## config.mk

```make
export PLATFORM = sky130hd
export DESIGN_NAME = add_sub_exp_align_pipe
export DESIGN_NICKNAME = d
export VERILOG_FILES = /design/src/rtl/add_sub_exp_align_pipe.sv
export SDC_FILE = /design/constraint.sdc
export NUM_CORES = 1
export LEC_CHECK = 0
export ABC_AREA = 1
export BUFFER_PORTS_ARGS = -buffer_cell sky130_fd_sc_hd__buf_4
export CAP_MARGIN = 10
export CORE_MARGIN = 2
export CORE_UTILIZATION = 45
export DETAILED_ROUTE_END_ITERATION = 6
export GPL_TIMING_DRIVEN = 0
export HOLD_SLACK_MARGIN = 0.08
export PLACE_DENSITY = 0.66
export SYNTH_ARGS = -nofsm -noshare
export SYNTH_HDL_FRONTEND = slang
export SYNTH_SLANG_ARGS = --single-unit
```

## constraint.sdc

```tcl
create_clock -name i_clk -period 2 [get_ports i_clk]
set_input_delay 0.4 -clock i_clk [delete_from_list [all_inputs] [get_ports i_clk]]
set_output_delay 0.4 -clock i_clk [all_outputs]
set_load 0.02 [all_outputs]
```

## src/rtl/add_sub_exp_align_pipe.sv

```systemverilog
// Two-stage operand alignment for the FPU add/sub path: magnitude compare and swap,
// then right-shift of the smaller mantissa into a {man, G, R, S} field.
module add_sub_exp_align_pipe #(
  parameter int unsigned SIZE_EXP = 8,
  parameter int unsigned SIZE_MAN = 24
) (
  input  logic                  i_clk,
  input  logic                  i_rst_n,
  input  logic                  i_valid,
  output logic                  o_ready,
  input  logic [SIZE_EXP-1:0]   i_exp_a,
  input  logic [SIZE_EXP-1:0]   i_exp_b,
  input  logic [SIZE_MAN-1:0]   i_man_a,
  input  logic [SIZE_MAN-1:0]   i_man_b,
  input  logic                  i_sign_a,
  input  logic                  i_sign_b,
  output logic                  o_valid,
  input  logic                  i_ready,
  output logic [SIZE_EXP-1:0]   o_exp_max,
  output logic [SIZE_MAN-1:0]   o_man_big,
  output logic [SIZE_MAN+2:0]   o_man_small_al,
  output logic                  o_sign_big,
  output logic                  o_sign_small,
  output logic                  o_swap,
  output logic [SIZE_EXP-1:0]   o_exp_diff
);

  localparam int unsigned SIZE_EXT = SIZE_MAN + 3;

  logic                w_a_less;
  logic                w_adv1;
  logic                w_adv2;
  logic                w_acc1;
  logic                w_ld2;

  logic                r_v1;
  logic                r_swap1;
  logic [SIZE_EXP-1:0] r_exp_max1;
  logic [SIZE_EXP-1:0] r_diff1;
  logic [SIZE_MAN-1:0] r_man_big1;
  logic [SIZE_MAN-1:0] r_man_small1;
  logic                r_sign_big1;
  logic                r_sign_small1;

  logic                r_v2;
  logic                r_swap2;
  logic [SIZE_EXP-1:0] r_exp_max2;
  logic [SIZE_EXP-1:0] r_diff2;
  logic [SIZE_MAN-1:0] r_man_big2;
  logic [SIZE_EXT-1:0] r_man_small_al2;
  logic                r_sign_big2;
  logic                r_sign_small2;

  logic [SIZE_EXT-1:0] w_ext;
  logic [SIZE_EXT-1:0] w_shifted;
  logic [SIZE_EXT-1:0] w_lost_mask;
  logic [SIZE_EXT-1:0] w_aligned;
  logic                w_in_range;

  // Equal magnitudes keep A on the big lane.
  assign w_a_less = (i_exp_a < i_exp_b) | ((i_exp_a == i_exp_b) & (i_man_a < i_man_b));

  assign w_adv2  = ~r_v2 | i_ready;
  assign w_adv1  = ~r_v1 | w_adv2;
  assign o_ready = w_adv1;
  assign w_acc1  = i_valid & w_adv1;
  assign w_ld2   = r_v1 & w_adv2;

  always_ff @(posedge i_clk or negedge i_rst_n) begin
    if (!i_rst_n) begin
      r_v1          <= 1'b0;
      r_swap1       <= 1'b0;
      r_exp_max1    <= '0;
      r_diff1       <= '0;
      r_man_big1    <= '0;
      r_man_small1  <= '0;
      r_sign_big1   <= 1'b0;
      r_sign_small1 <= 1'b0;
    end else begin
      if (w_adv1) begin
        r_v1 <= i_valid;
      end
      if (w_acc1) begin
        r_swap1 <= w_a_less;
        if (w_a_less) begin
          r_exp_max1    <= i_exp_b;
          r_diff1       <= i_exp_b - i_exp_a;
          r_man_big1    <= i_man_b;
          r_man_small1  <= i_man_a;
          r_sign_big1   <= i_sign_b;
          r_sign_small1 <= i_sign_a;
        end else begin
          r_exp_max1    <= i_exp_a;
          r_diff1       <= i_exp_a - i_exp_b;
          r_man_big1    <= i_man_a;
          r_man_small1  <= i_man_b;
          r_sign_big1   <= i_sign_a;
          r_sign_small1 <= i_sign_b;
        end
      end
    end
  end

  // Bits shifted past position 0 collapse into the sticky bit.
  assign w_ext       = {r_man_small1, 3'b000};
  assign w_in_range  = 32'(r_diff1) < SIZE_EXT;
  assign w_shifted   = w_ext >> r_diff1;
  assign w_lost_mask = ~({SIZE_EXT{1'b1}} << r_diff1);

  always_comb begin
    w_aligned = {{(SIZE_EXT-1){1'b0}}, |r_man_small1};
    if (w_in_range) begin
      w_aligned = {w_shifted[SIZE_EXT-1:1], w_shifted[0] | (|(w_ext & w_lost_mask))};
    end
  end

  always_ff @(posedge i_clk or negedge i_rst_n) begin
    if (!i_rst_n) begin
      r_v2            <= 1'b0;
      r_swap2         <= 1'b0;
      r_exp_max2      <= '0;
      r_diff2         <= '0;
      r_man_big2      <= '0;
      r_man_small_al2 <= '0;
      r_sign_big2     <= 1'b0;
      r_sign_small2   <= 1'b0;
    end else begin
      if (w_adv2) begin
        r_v2 <= r_v1;
      end
      if (w_ld2) begin
        r_swap2         <= r_swap1;
        r_exp_max2      <= r_exp_max1;
        r_diff2         <= r_diff1;
        r_man_big2      <= r_man_big1;
        r_man_small_al2 <= w_aligned;
        r_sign_big2     <= r_sign_big1;
        r_sign_small2   <= r_sign_small1;
      end
    end
  end

  assign o_valid        = r_v2;
  assign o_swap         = r_swap2;
  assign o_exp_max      = r_exp_max2;
  assign o_exp_diff     = r_diff2;
  assign o_man_big      = r_man_big2;
  assign o_man_small_al = r_man_small_al2;
  assign o_sign_big     = r_sign_big2;
  assign o_sign_small   = r_sign_small2;

endmodule

```

==> results.py <==
metrics = {
    "route": {
        "antenna_left": 0,
        "via_per_inst": 5.213,
        "drc": 0,
        "routed_wl_um": 29080,
        "firstDrtPassIters": 5,
        "drtIter0Drc": 613,
        "num_vias": 9337,
        "wl_per_cell_um": 16.24,
    },
    "floorplan": {
        "num_rows": 52,
        "dieHeight_um": 146.5,
        "die-area_um2": 21470,
        "die_x_um": 146.5,
        "start_util_pct": 45.46,
        "fp.coreArea_um2": 20100,
        "ioPinCount": 142,
    },
    "status": {
        "status": "complete, no violations",
    },
    "clocking": {
        "root_buffer": "clkbuf_16",
        "cts_made_buffers": 17,
        "h-tree-depth": 4,
        "cts_tree": "built",
        "clockBufferDepth": 2,
        "path_clk_slew_ns": 0.07,
        "cts_sinks": 139,
        "clock_latency_ns": 0.43,
    },
    "run": {
        "maxCapViolCount": 0,
    },
    "final_layout": {
        "fin_cells": 1791,
        "diodes": 0,
        "fin_nets": 1618,
        "ff_latch_area_um2": 3478,
        "final_cell_area_um2": 11850,
        "multiInputGateArea_um2": 5085,
        "layout_common_cells": "nand2_1, nand3_1, buf_4, dfrtp_1, inv_1",
        "synthToLayoutAreaGrowth_pct": 29.69,
        "final_core_util_pct": 58.96,
        "layout_commonest_cell": "nand2_1",
        "fillers": 1924,
        "drive_gt1_share_pct": 21.89,
    },
    "sta": {
        "finClkSkew_ns": 0.009628,
        "finalMaxSlewViolations": 0,
        "rsz0062_at_grt": "true",
        "post-route-min-period_ns": 1.956,
        "tightest_slew_ns": 0.7233,
        "fin_crit_sh_pct": 97.78,
        "finalSetupViolations": 0,
        "hold_violations": 0,
        "tns_ns": 0,
        "fmaxAchievable_mhz": 511.4,
        "max-slew-margin-rel_pct": 51.78,
    },
    "place": {
        "dpl_cell_area_um2": 10650,
        "io_buffers": 141,
        "gp_congestion": 0.9454,
        "dp_hpwl_um": 22120,
        "placed_cells": 1740,
    },
    "yosys": {
        "async_reset_ff_share_pct": 100.0,
        "yosysSeqAreaShare_pct": 38.06,
        "syn_inst": 1328,
        "syn_avg_cell_area_um2": 6.883,
        "synth-main-ff-cell": "dfrtp_1",
        "synth_fp_nets": 1438,
        "yosysWarnings": 0,
        "syn_area_um2": 9140,
        "ys_ff_latch": 139,
        "synth.distinct_cells": 41,
        "synth_edf_count": 0,
    },
    "critical_path": {
        "worst_ep_arrival_time_ns": 2.28,
        "worstPathMaxFanout": 10,
        "worstPathRequired_ns": 2.32,
        "cp-end-kind": "flip-flop",
        "crit_type": "flip-flop to flip-flop",
        "cp-start-kind": "flip-flop",
    },
    "pwr": {
        "pwr-share-comb_pct": 43.4,
        "power.density_nw_per_um2": 1110,
        "intPower_uw": 7613,
        "switching_power_uw": 5543,
        "clkPwrFrac_pct": 25.4,
        "p_seq_share_pct": 31.2,
        "ir_drop_uv": 689.9,
        "p_sw_share_pct": 42.13,
        "total_power_uw": 13160,
        "leakage_uw": 0.006379,
    },
    "global_routing": {
        "first_global_vias": 8797,
        "track_usage_pct": 26.93,
        "grt_pass1_wl_um": 45910,
        "grt-ovfl-total": 0,
        "grt_max_degree": 87,
        "antenna_found_initial": 0,
    },
    "hold_path": {
        "min-delay-path-class": "input port to flip-flop",
    },
}
==> per-layer routing <==
metal	wire length [µm]	global-route usage [%]	up-vias
li1	-	-	4629
met1	13540	38.26	4340
met2	13480	42.85	317
met3	1520	3.906	51
met4	542	8.107	0
met5	0	0	-
==> state kept, by name, summed over array words and instances, names as in the netlist, 8 cells and up <==
signal	cells
r_man_big1	24
o_exp_max	8
r_man_small1	24
o_exp_diff	8
r_exp_max1	8
o_man_small_al	27
r_diff1	8
o_man_big	24
==> kinds of logic (layout without fill, tap and decap cells) <==
group	count (synthesis)	in the layout	synth area share [%]
AND/OR/NAND/NOR	831	831	38.43
adder cells (fa/ha/maj)	40	40	5.640
multiplexers	1	1	0.1095
AO/OA/AOI/OAI	119	119	7.269
XOR/XNOR	12	12	1.150
flip-flops	139	139	38.06
buffers and inverters	186	379	9.350
==> timing repair <==
item	CTS	global route
hold endpoints to repair	53	0
resized for setup	32	94
setup buffers	4	11
cloned	1	5
pin swaps	10	23
endpoints found under the setup margin	87	89
hold buffers	1	0
==> worst paths after layout <==
kind	endpoint	from	slack (ns)	cells past startpoint
hold / removal	o_valid$_DFFE_PN0P_	i_ready	0.24	4
setup / recovery	o_man_small_al[0]$_DFFE_PN0P_	r_diff1[6]$_DFFE_PN0P_	0.04	13
setup reg to reg	o_man_small_al[0]$_DFFE_PN0P_	r_diff1[6]$_DFFE_PN0P_	0.04	13
min in group asynchronous	o_man_small_al[7]$_DFFE_PN0P_	i_rst_n	0.49	2
max in group asynchronous	r_man_big1[6]$_DFFE_PN0P_	i_rst_n	0.72	3
hold reg to reg	o_sign_small$_DFFE_PN0P_	r_sign_small1$_DFFE_PN0P_	0.47	2
==> metrics by stage <==
| stage | setup WS, ns | hold slack [ns] |
|---|---|---|
| after global routing | -0.03749 | 0.2427 |
| after detailed placement | -0.7469 | 0.3878 |
| final | 0.04446 | 0.2356 |
| after CTS | -0.05447 | 0.2317 |
| after global placement | -0.7146 | 0.4504 |
| after floorplan | -0.02817 | 0.1044 |
==> final cells by class <==
type | count | share of cell area [%]
timing repair buffer | 164 | 11.48
clock inverter | 15 | 1.657
buffer | 78 | 4.592
sequential | 139 | 29.34
inverter | 105 | 3.589
tap | 270 | 2.850
multi-input combinational | 1003 | 42.90
clock buffer | 17 | 3.589
==> worst max-delay path, cell delays in order, from the launching register on <==
cell     delay, ns
dfrtp_1       0.43
nor2_4        0.19
buf_4         0.21
nand3_1       0.16
nand2_1       0.10
nand2_1       0.05
nand2_1       0.06
nand2_1       0.06
nor2_1        0.10
nand2_1       0.06
nor2_2        0.13
nand4_1       0.13
nand2_1       0.10
nand2_1       0.05
==> cells in the mapped netlist, types with 7 or more instances <==
library cell,instances,share of area [%]
inv_1,102,4.2
xor2_1,8,0.77
nand2_1,524,22
dfrtp_1,139,38
o21ai_0,62,3.4
nor2_1,42,1.7
nand2_2,24,1.6
buf_1,13,0.53
nand3_1,217,12
clkbuf_1,29,1.2
buf_6,8,0.99
or2_2,7,0.48
o211ai_1,7,0.57
a21oi_1,29,1.6
ha_1,38,5.2
buf_2,22,1.2
==> power by group through the flow <==
stage,registers (µW),logic (µW),clock network [µW]
2_1_floorplan,4580,2760,0
3_3_place_gp,4120,5170,0
3_5_place_dp,4120,5230,0
4_1_cts,4090,5350,3370
5_1_grt,4200,6220,3510
6_report,4110,5710,3340
No activity file was read; power rests on OpenSTA's default activity.
